**config.mk**
```make
export PLATFORM = sky130hd
export DESIGN_NAME = rotation_scheduler
export DESIGN_NICKNAME = d
export VERILOG_FILES = /design/src/rtl/rotation_scheduler.sv
export SDC_FILE = /design/constraint.sdc
export NUM_CORES = 1
export LEC_CHECK = 0
export ABC_AREA = 0
export CORE_MARGIN = 3
export CORE_UTILIZATION = 55
export DETAILED_ROUTE_END_ITERATION = 7
export GPL_TIMING_DRIVEN = 0
export PLACE_DENSITY = 0.74
export SLEW_MARGIN = 20
export SYNTH_ARGS = -nofsm -noshare
export SYNTH_HDL_FRONTEND = slang
export SYNTH_SLANG_ARGS = --single-unit
```
**constraint.sdc**
```tcl
create_clock -name clk -period 2.85 [get_ports clk]
set_input_delay 0.57 -clock clk [delete_from_list [all_inputs] [get_ports clk]]
set_output_delay 0.57 -clock clk [all_outputs]
set_load 0.1 [all_outputs]
```
**src/rtl/rotation_scheduler.sv**
```systemverilog
// -----------------------------------------------------------------------------
// rotation_scheduler
//
// Sequencer for the rotating 4-digit HEX display. Owns the step prescaler and
// the rotation offset that drives the digit-select muxes. A start command runs
// REVS full revolutions at a period of TICK_DIV >> speed clocks per position.
// The run can be held, aborted or restarted. While idle, single manual steps
// are accepted.
//
// Ports:
//   clk    in   system clock
//   sclr   in   synchronous active-high reset, overrides everything
//   start  in   pulse: begin or restart a run (latches speed)
//   stop   in   pulse: abort the run
//   hold   in   level: freeze the run while high
//   step   in   pulse: manual single advance, idle only
//   dir    in   1 = increment pos, 0 = decrement pos (live)
//   speed  in   period select, step period = TICK_DIV >> speed
//   pos    out  rotation offset 0..N_POS-1 (mux select)
//   tick   out  pulse in the first cycle a new pos is visible
//   busy   out  high while a run is active (RUN or HOLD)
//   done   out  pulse together with the final tick of a completed run
// -----------------------------------------------------------------------------
module rotation_scheduler #(
   parameter  int unsigned TICK_DIV = 50000000,
   parameter  int unsigned N_POS    = 4,
   parameter  int unsigned REVS     = 3,
   localparam int unsigned PW       = (N_POS > 1) ? $clog2(N_POS) : 1
) (
   input  logic          clk,
   input  logic          sclr,
   input  logic          start,
   input  logic          stop,
   input  logic          hold,
   input  logic          step,
   input  logic          dir,
   input  logic [1:0]    speed,
   output logic [PW-1:0] pos,
   output logic          tick,
   output logic          busy,
   output logic          done
);

   // Bits needed to hold TICK_DIV-1 and REVS*N_POS respectively.
   localparam int unsigned CW = $clog2(TICK_DIV);
   localparam int unsigned SW = $clog2(REVS * N_POS + 1);

   localparam logic [SW-1:0] STEPS_PER_RUN = SW'(REVS * N_POS);
   localparam logic [PW-1:0] POS_MAX       = PW'(N_POS - 1);

   typedef enum logic [1:0] {
      S_IDLE = 2'd0,
      S_RUN  = 2'd1,
      S_HOLD = 2'd2
   } state_e;

   state_e        state_q, state_d;
   logic [PW-1:0] pos_q, pos_d;
   logic [CW-1:0] presc_q, presc_d;
   // The period is stored as div-1 so it fits the prescaler width.
   logic [CW-1:0] div_m1_q, div_m1_d;
   logic [SW-1:0] steps_q, steps_d;
   logic          tick_q, tick_d;
   logic          done_q, done_d;

   logic [31:0]   div_full;
   logic          at_wrap;
   logic          last_adv;

   function automatic logic [PW-1:0] next_pos(input logic [PW-1:0] p, input logic up);
      if (up) begin
         return (p == POS_MAX) ? '0 : p + PW'(1);
      end
      return (p == '0) ? POS_MAX : p - PW'(1);
   endfunction

   assign busy     = (state_q != S_IDLE);
   assign at_wrap  = (presc_q == div_m1_q);
   // Final advance of a run: only when nothing of higher priority intervenes.
   assign last_adv = busy && !stop && !start && !hold && at_wrap && (steps_q == SW'(1));

   // State register.
   // NOTE: sequential state uses non-blocking assignments so every register
   // samples the pre-edge values of the others.
   always_ff @(posedge clk) begin
      if (sclr) begin
         state_q <= S_IDLE;
      end else begin
         state_q <= state_d;
      end
   end

   // Next-state logic. Priority: stop > start > hold > counting.
   always_comb begin
      state_d = state_q;
      unique case (state_q)
         S_IDLE: begin
            if (start && !stop) state_d = S_RUN;
         end
         S_RUN, S_HOLD: begin
            if (stop)          state_d = S_IDLE;
            else if (start)    state_d = hold ? S_HOLD : S_RUN;
            else if (hold)     state_d = S_HOLD;
            else if (last_adv) state_d = S_IDLE;
            else               state_d = S_RUN;
         end
         default: state_d = S_IDLE;
      endcase
   end

   // Datapath / output next-state logic. HOLD with hold low counts exactly
   // like RUN, so the prescaler is frozen for precisely the cycles hold is high.
   // NOTE: every signal gets a default before any branch, so no path leaves a
   // value unassigned and no latch is inferred.
   always_comb begin
      pos_d    = pos_q;
      presc_d  = presc_q;
      div_m1_d = div_m1_q;
      steps_d  = steps_q;
      tick_d   = 1'b0;
      done_d   = 1'b0;
      div_full = TICK_DIV >> speed;

      if (stop) begin
         presc_d = '0;
      end else if (start) begin
         div_m1_d = CW'(div_full - 32'd1);
         steps_d  = STEPS_PER_RUN;
         presc_d  = '0;
      end else if (busy) begin
         if (!hold) begin
            if (at_wrap) begin
               presc_d = '0;
               pos_d   = next_pos(pos_q, dir);
               steps_d = steps_q - SW'(1);
               tick_d  = 1'b1;
               done_d  = (steps_q == SW'(1));
            end else begin
               presc_d = presc_q + CW'(1);
            end
         end
      end else if (step) begin
         pos_d  = next_pos(pos_q, dir);
         tick_d = 1'b1;
      end
   end

   always_ff @(posedge clk) begin
      if (sclr) begin
         pos_q    <= '0;
         presc_q  <= '0;
         div_m1_q <= CW'(TICK_DIV - 1);
         steps_q  <= '0;
         tick_q   <= 1'b0;
         done_q   <= 1'b0;
      end else begin
         pos_q    <= pos_d;
         presc_q  <= presc_d;
         div_m1_q <= div_m1_d;
         steps_q  <= steps_d;
         tick_q   <= tick_d;
         done_q   <= done_d;
      end
   end

   assign pos  = pos_q;
   assign tick = tick_q;
   assign done = done_q;

endmodule
```
==> run summary <==
initial drt markers -> 157
Die Width -> 73.8 µm
Netlist Area Pre-Place -> 2530 µm²
synth cell count leaders -> 50 x dfxtp_1, 45 x nor2_1, 31 x xor2_1, 25 x nand2_1, 20 x nand3_1
fmax -> 365 MHz
grt ovf -> 0
die area -> 5450 µm²
Distinct cells, synth -> 44
Worst EP arrival -> 2.17 ns
static leakage -> 1.00 nW
CP Capture Type -> primary output
reg2reg path depth -> 8
Mapped Nets -> 315
Rel. slew slack -> 35.5%
Final Max Slew Viols -> 0
clock buffer count from CTS -> 5
Pwr per Cell Area -> 488 nW/µm²
first-pass GRT wire length -> 8920 µm
dpl cells -> 364
area leader, netlist -> dfxtp_1
Nets -> 334
Critical R2R Capture -> presc_q[23]
worst slew pin tran -> 0.964 ns
WHS -> 0.461 ns
Critical path origin -> state_q[0]
mean area per synthesized cell -> 8.43 µm²
post-synthesis mux area share -> 0%
Critical Path Fanout Max -> 10
wire per inst -> 14.4 µm
Core Util, Final -> 64.5%
outcome -> completed
area share of fa/ha/maj cells after synthesis -> 2.97%
ant diodes -> 0
sequential area share after synthesis -> 39.6%
post-synthesis compound-gate area fraction -> 8.21%
hold path start -> div_m1_q[6]
Critical Path Start Type -> flop
Cells after Synth -> 300
fin crit period -> 2.74 ns
DRC Markers -> 0
worst skew pair latency -> 0.31 ns
largest net degree at the start of global routing -> 18
CTS tree -> yes
WHS Path Cells -> 2
Layout area overhead -> 11.9%
count leader, synth -> dfxtp_1
DP Wirelength -> 3980 µm
Vias/cell -> 5.75
clk buf depth -> 2
Chip Height -> 73.8 µm
Initial Util -> 57.7%
Post-DRT Antenna Nets -> 0
CTS Sinks -> 50
number of global-route vias before repair -> 1921
PortBufs -> 12
I/O pin total -> 14
asr flop ratio synth -> 0%
htree depth -> 2
Core Box Area -> 4380 µm²
Synth area leaders -> dfxtp_1 40%, xor2_1 11%, nor2_1 6.7%
post-route insts no fill -> 372
worst IR drop on VDD -> 322 µV
Worst Path Required -> 2.28 ns
skew final -> 0.00719 ns
hold buffer count at CTS -> 0
Hold EP -> div_m1_q[6]
Final Hold Fails -> 0
Initial DRT Pass Iterations -> 4
share of layout cells above drive strength 1 -> 7.81%
TNS Setup -> 0 ns
Crit Path Category -> flop to primary output
Reg clk slew, reported paths -> 0.09 ns
CTS Root Cell -> clkbuf_8
Yosys reg bits -> 50
largest family of logic cells by synthesized area -> simple AND/OR/NAND/NOR gates
Synth Flop Type -> dfxtp_1
RSZ-0062 raised after global routing -> false
initial antenna violation count -> 0
EDFF count, synth -> 0
Final Cycle Share -> 96.2%
simple-gate share of the synthesized area -> 31.5%
filler instances -> 371
Synth Warn # -> 0
RR Startpoint -> state_q[0]
Site Rows -> 24
setup violators final -> 0
GRT Total Usage -> 21.4%
area fraction of the dominant cell type after synthesis -> 39.6%
vias -> 2139
max_cap viols -> 0
R2R setup slack -> 0.42 ns
XOR/XNOR share of the synthesized area -> 13.9%
WL final -> 5360 µm
Hold Path Class -> flop to flop
Placer Congestion -> 0.803
## timing repair
| item | 4_1_cts | 5_1_grt |
|---|---|---|
| setup endpoints to repair | 1 | 0 |
| resized for setup | 1 | 0 |
| buffers inserted | 0 | 0 |
## state kept, by name (all words and copies together) (netlist names)
name / count
presc_q: 26
div_m1_q: 14
steps_q: 4
pos: 2
state_q: 2
done: 1
tick: 1
## report_power, final
part | switching (mW) | total [mW] | internal (mW)
clock network | 0.250 | 0.516 | 0.266
logic | 0.0902 | 0.138 | 0.0481
registers | 0.0134 | 0.726 | 0.712
## stage by stage
step	power (mW)	setup slack, ns	area, µm²
floorplan	0.838	0.434	2530
global placement	0.878	0.00376	2710
detailed placement	0.881	0.0253	2710
CTS	1.39	0.114	2830
global route	1.43	0.0342	2830
finish	1.38	0.109	2830
## logic make-up after synthesis
kind of cell | count (synthesis)
buffers and inverters | 20
XOR/XNOR | 40
flip-flops | 50
AO/OA/AOI/OAI | 32
AND/OR/NAND/NOR | 152
adder cells (fa/ha/maj) | 6
## cell usage in the layout (no fill, tap or decap), types with 2 or more instances in the layout
| cell type | n |
|---|---|
| a21oi_1 | 15 |
| and3_1 | 2 |
| buf_6 | 3 |
| clkbuf_1 | 7 |
| clkbuf_8 | 5 |
| clkdlybuf4s50_1 | 11 |
| dfxtp_1 | 50 |
| ha_1 | 6 |
| inv_1 | 9 |
| nand2_1 | 25 |
| nand2b_1 | 5 |
| nand3_1 | 20 |
| nand3b_1 | 4 |
| nand4_1 | 10 |
| nor2_1 | 45 |
| nor2b_1 | 3 |
| nor3_1 | 8 |
| nor4_1 | 10 |
| nor4_2 | 2 |
| o21ai_0 | 3 |
| o21bai_1 | 2 |
| or2_2 | 3 |
| or3_1 | 7 |
| xnor2_1 | 9 |
| xor2_1 | 31 |
## critical path, cell delays in order (launching register included)
cell,delay [ns]
dfxtp_1,0.37
inv_1,0.06
ha_1,0.22
clkbuf_1,0.21
inv_1,0.14
dlygate4sd2_1,0.86
## layout make-up
type | instances | area, µm² | share of cell area [%]
plain buffers | 11 | 65.1 | 2.30
clock buffers | 5 | 68.8 | 2.43
clock inverters | 3 | 47.5 | 1.68
inverters | 9 | 33.8 | 1.19
multi-input cells | 230 | 1430 | 50.5
flip-flops and latches | 50 | 1000 | 35.4
well taps | 52 | 65.1 | 2.30
repair buffers | 12 | 119 | 4.20
## how the worst max path moves through the flow
stage                       end  slack [ns]
floorplan                pos[1]        0.43
global placement    presc_q[25]       0.004
detailed placement  presc_q[17]        0.03
CTS                        busy        0.11
global route               busy        0.03
finish                     busy        0.11
## layer usage
metal / up-vias / global-route usage, % / share of wire (%)
li1: 1079 / - / -
met1: 1002 / 29.5 / 49
met2: 48 / 32.8 / 45
met3: 10 / 4.65 / 4.2
met4: 0 / 7.44 / 1.6
met5: - / 0 / 0
Note: power is estimated with default switching activity, not from simulation.
==> edit 1: new RTL, config.mk and constraints unchanged <==
The parameter `N_POS` goes from 4 to 8.
--- a/src/rtl/rotation_scheduler.sv
+++ b/src/rtl/rotation_scheduler.sv
@@ -25,3 +25,3 @@
    parameter  int unsigned TICK_DIV = 50000000,
-   parameter  int unsigned N_POS    = 4,
+   parameter  int unsigned N_POS    = 8,
    parameter  int unsigned REVS     = 3,
Ports: changed (resized pos); port bits go from 14 to 15. No check against the original RTL was run, so the function may have changed too.
==> edit 1 against the unedited design <==
- area after synthesis increased by 6.4%
- routed wire length increased by 8.2%
- design area increased by 6.6%
- clock power decreased by 1%
- power increased by 2.5%
- sequential cell count increased by 2
- setup slack improved by 0.16 ns
- die area increased by 5.9%
- largest cell class unchanged
==> edit 1: results (changes against the unedited design) <==
[layout]
num_antenna_cells=0  ; unchanged
nNetsFinal=357  ; +6.9%
drive_above_1_share=0.07080  ; -0.007329
nFillCells=393  ; +5.9%
largestRegisters=presc_q: 26 flops, div_m1_q: 14 flops, steps_q: 5 flops

[placement]
place.gp.congestion=0.8364  ; +4.1%
dpl.hpwl_um=4357  ; +9.4%
io_buffers=13  ; +1
placed_cells=396  ; +8.8%

[yosys]
syn_inst=318  ; +6.0%
synth-main-ff-cell=dfxtp_1
yosys_warnings=0  ; unchanged
async_flop_share=0  ; unchanged
ys_seq_area_frac=0.3870  ; -0.008867
synth_common_cells=dfxtp_1, nor2_1, nand2_1, xor2_1, nand3_1
synth_cell_types=51  ; +16%
syn_nets=337  ; +7.0%
yosys-top-cells-area=dfxtp_1, xor2_1, nor2_1

[grt]
grt_pass1_wl_um=9929  ; +11%
antenna_found_initial=0  ; unchanged
grt_max_degree=17  ; -1
first_global_vias=2162  ; +13%
grt_use_total=0.2077  ; -0.006075

[clock_network]
clk_pin_slew_worst_paths_ns=0.09  ; about the same
clk-insertion-delay-late_ns=0.31  ; about the same
cts_made_buffers=5  ; unchanged
root_buffer=clkbuf_8
h-tree-depth=2  ; unchanged
cts_buffer_depth=2  ; unchanged

[critical_path]
cp_max_fo=10  ; unchanged
r2r_slack_ns=0.32  ; -0.10 ns
reg2reg_depth=10  ; +2

[route]
drt-initial-drc-count=138  ; -12%
firstDrtPassIters=4  ; unchanged
num_vias=2303  ; +7.7%
viasPerCell=5.700  ; -0.86%
wirelength_um=5803  ; +8.2%

[hold_path]
min_path_type=flop to flop
min_delay_path_depth=2  ; unchanged

[power]
irDropWorstVdd_v=0.0002987  ; -7.2%
p_leak_nw=1.112  ; +11%

[timing]
relSlewSlack=0.3524  ; -0.002964
skew_ns=0.006189  ; -0.0009984 ns

[outcome]
status=finished clean

[edit 1: cell type report]
class / count / area, um2 / area share
clock inverters: 3 / 42.54 / 0.01411
multi-input cells: 240 / 1538 / 0.5100
well taps: 65 / 81.33 / 0.02697
flip-flops and latches: 52 / 1041 / 0.3452
inverters: 13 / 48.80 / 0.01618
repair buffers: 13 / 132.6 / 0.04398
plain buffers: 13 / 62.56 / 0.02075
clock buffers: 5 / 68.82 / 0.02282
[edit 1: where the power goes]
group | switching (W) | internal, W
clock network | 0.000249 | 0.000260
logic | 0.000101 | 0.0000519
registers | 0.0000121 | 0.000740
total | 0.000362 | 0.00105
[edit 1: critical path, cell delays in order]
cell             delay, ns
clkdlybuf4s50_1       0.49
and4bb_2              0.40
o211ai_2              0.13
or3_4                 0.38
nor3_2                0.18
nand2b_1              0.13
buf_2                 0.20
buf_4                 0.22
nor2_1                0.06
[edit 1: kinds of logic (layout without fill, tap and decap cells)]
group | count (synthesis) | count (layout) | share of synthesized area
flip-flops | 52 | 52 | 0.3870
buffers and inverters | 26 | 47 | 0.04139
adder cells (fa/ha/maj) | 10 | 10 | 0.04651
AND/OR/NAND/NOR | 151 | 151 | 0.2926
AO/OA/AOI/OAI | 40 | 40 | 0.1056
XOR/XNOR | 39 | 39 | 0.1270
[edit 1: through the flow]
stage / cell area [um2] / TNS [ns] / setup slack, ns / hold WS [ns] / util
floorplan: 2690 / 0 / 0.6628 / 0.4364 / -
global placement: 2902 / -0.8177 / -0.04657 / 0.4569 / 0.6399
detailed placement: 2902 / -1.161 / -0.06532 / 0.4553 / 0.6399
CTS: 3013 / 0 / 0.03375 / 0.4753 / 0.6645
global route: 3015 / 0 / 0.1703 / 0.4921 / 0.6650
finish: 3015 / 0 / 0.2670 / 0.4751 / 0.6650
[edit 1: path summary, 6_finish.rpt]
check,from,end
max,hold,presc_q[12]$_SDFFE_PP0P_
min reg2reg,div_m1_q[8]$_SDFFE_PP0P_,div_m1_q[8]$_SDFFE_PP0P_
min,div_m1_q[8]$_SDFFE_PP0P_,div_m1_q[8]$_SDFFE_PP0P_
max reg2reg,state_q[0]$_SDFFE_PP0P_,presc_q[12]$_SDFFE_PP0P_
[edit 1: repair_timing]
action                                  4_1_cts  5_1_grt
gates resized for setup                       0        1
hold endpoints to repair                      0        0
setup buffers                                 0        0
endpoints found under the setup margin        0        1
[edit 1: per-layer routing]
metal,track usage,up-vias,share of wire
met5,0,-,0
met4,0.08514,0,0.019
met3,0.04976,12,0.047
met2,0.3183,51,0.43
met1,0.2806,1089,0.51
li1,-,1151,-
==> edit 2: new RTL, same flow settings <==
Without the edit above. Register the output `pos` once more, without a reset; this adds one clock of latency there. The other outputs are not delayed to match. Comments in the files are not updated.
--- a/src/rtl/rotation_scheduler.sv
+++ b/src/rtl/rotation_scheduler.sv
@@ -165,3 +165,5 @@
 
-   assign pos  = pos_q;
+   always_ff @(posedge clk) begin
+      pos <= pos_q;
+   end
    assign tick = tick_q;
Behaviour: not the same (a bounded check fails within 4 cycles, from zero or initial values).
==> edit 2 against the unedited design <==
- sequential cell count grew 2
- area after synthesis shrank 1.2%
- design area is 2.3% lower
- setup slack better by 0.18 ns
- synthesized cell count down 4.0%
- power fell by 6.0%
- global-route usage grew 0.11 points
- routed wire length fell by 3.7%
- critical path type is now primary input to flop
- largest power group unchanged
==> edit 2: results (changes against the unedited design) <==
[layout]
multi_input_area_mm2=0.001383  ; -3.2%
area_growth_pct=10.62
final-clk-cell-share=0.02807  ; -0.01307
nonClkBufAreaFrac=0.06157  ; -0.003449
nMultiInputCombCells=218  ; -5.2%
clock_buffers=6  ; +1
seq_share=0.3766  ; +0.02282
nNetsFinal=323  ; -3.3%
layout.area.seq_mm2=0.001041  ; +4.0%

[power]
p_leak_nw=0.9825  ; -2.1%
irDropWorstVdd_v=0.0003832  ; +19%

[placement]
place_area_mm2=0.002691  ; -0.83%
place.gp.congestion=0.8038  ; about the same
post-place-ws_ns=-0.01985  ; -0.04519 ns
io_buffers=13  ; +1

[grt]
grtUsageMet1=0.3141  ; +0.01933
gr-usage-met3=0.03694  ; -0.009576
met2_usage=0.3188  ; -0.008987
first_global_vias=1907  ; -0.73%
grt_use_total=0.2148  ; +0.001053

[timing]
skew_ns=0.004503  ; -0.002684 ns

[critical_path]
required_ns=3.06  ; +0.78 ns
crit_path_start=hold
worstSetupEndpoint=presc_q[18]$_SDFFE_PP0P_
crit_arrival_ns=2.77  ; +0.60 ns
reg2reg_from=state_q[1]$_SDFFE_PP0P_

[yosys]
synth_compound_area_frac=0.1047  ; +0.02252
synth_cell_types=46  ; +4.5%
synthMuxAreaShare=0.004006  ; +0.004006
syn_nets=303  ; -3.8%
synth-seq-cells=52  ; +4.0%
synth-xor-area-share=0.1332  ; -0.005345

[route]
viasPerCell=5.620  ; -2.3%
wirelength_um=5166  ; -3.7%
wl_met1_um=2702  ; +2.5%
wl_met2_um=2240  ; -7.1%

[outcome]
status=finished clean

[edit 2: cell count changes after synthesis, moves of 3 or more]
cell	change
a21oi_1	-4
or3_1	-4
nand3_1	-5
nand2_1	+4
buf_6	-3
and4_1	+3
nor4_1	-4
or4_1	+3
xor2_1	-4
nor2_1	-6
[edit 2: worst max-delay path, cell delays in order]
cell             delay, ns
clkdlybuf4s50_1       0.51
nor2_2                0.39
nand3_1               0.21
nor3_1                0.67
nand3_1               0.19
xor2_1                0.18
nor2_1                0.05
[edit 2: power breakdown]
| group | leakage [nW] | internal [W] | total, W | switching [W] |
|---|---|---|---|---|
| clock | 0.0410 | 0.000168 | 0.000398 | 0.000230 |
| combinational | 0.520 | 0.0000481 | 0.000141 | 0.0000925 |
| sequential | 0.422 | 0.000744 | 0.000758 | 0.0000142 |
| total | 0.982 | 0.000960 | 0.00130 | 0.000337 |
[edit 2: how the worst min path moves through the flow]
stage	from	to	slack, ns	cells after the start
4_1_cts	pos_q[1]$_SDFFE_PP0P_	pos[1]$_DFF_P_	0.38	0
3_5_place_dp	pos_q[1]$_SDFFE_PP0P_	pos[1]$_DFF_P_	0.37	0
5_1_grt	pos_q[1]$_SDFFE_PP0P_	pos[1]$_DFF_P_	0.39	0
3_3_place_gp	pos_q[1]$_SDFFE_PP0P_	pos[1]$_DFF_P_	0.36	0
2_1_floorplan	pos_q[1]$_SDFFE_PP0P_	pos[1]$_DFF_P_	0.35	0
6_report	pos_q[1]$_SDFFE_PP0P_	pos[1]$_DFF_P_	0.38	0
[edit 2: what timing repair did]
action	in CTS	in global routing
setup endpoints to repair	1	1
gates cloned	0	0
hold endpoints to repair	0	0
gates resized for setup	1	2
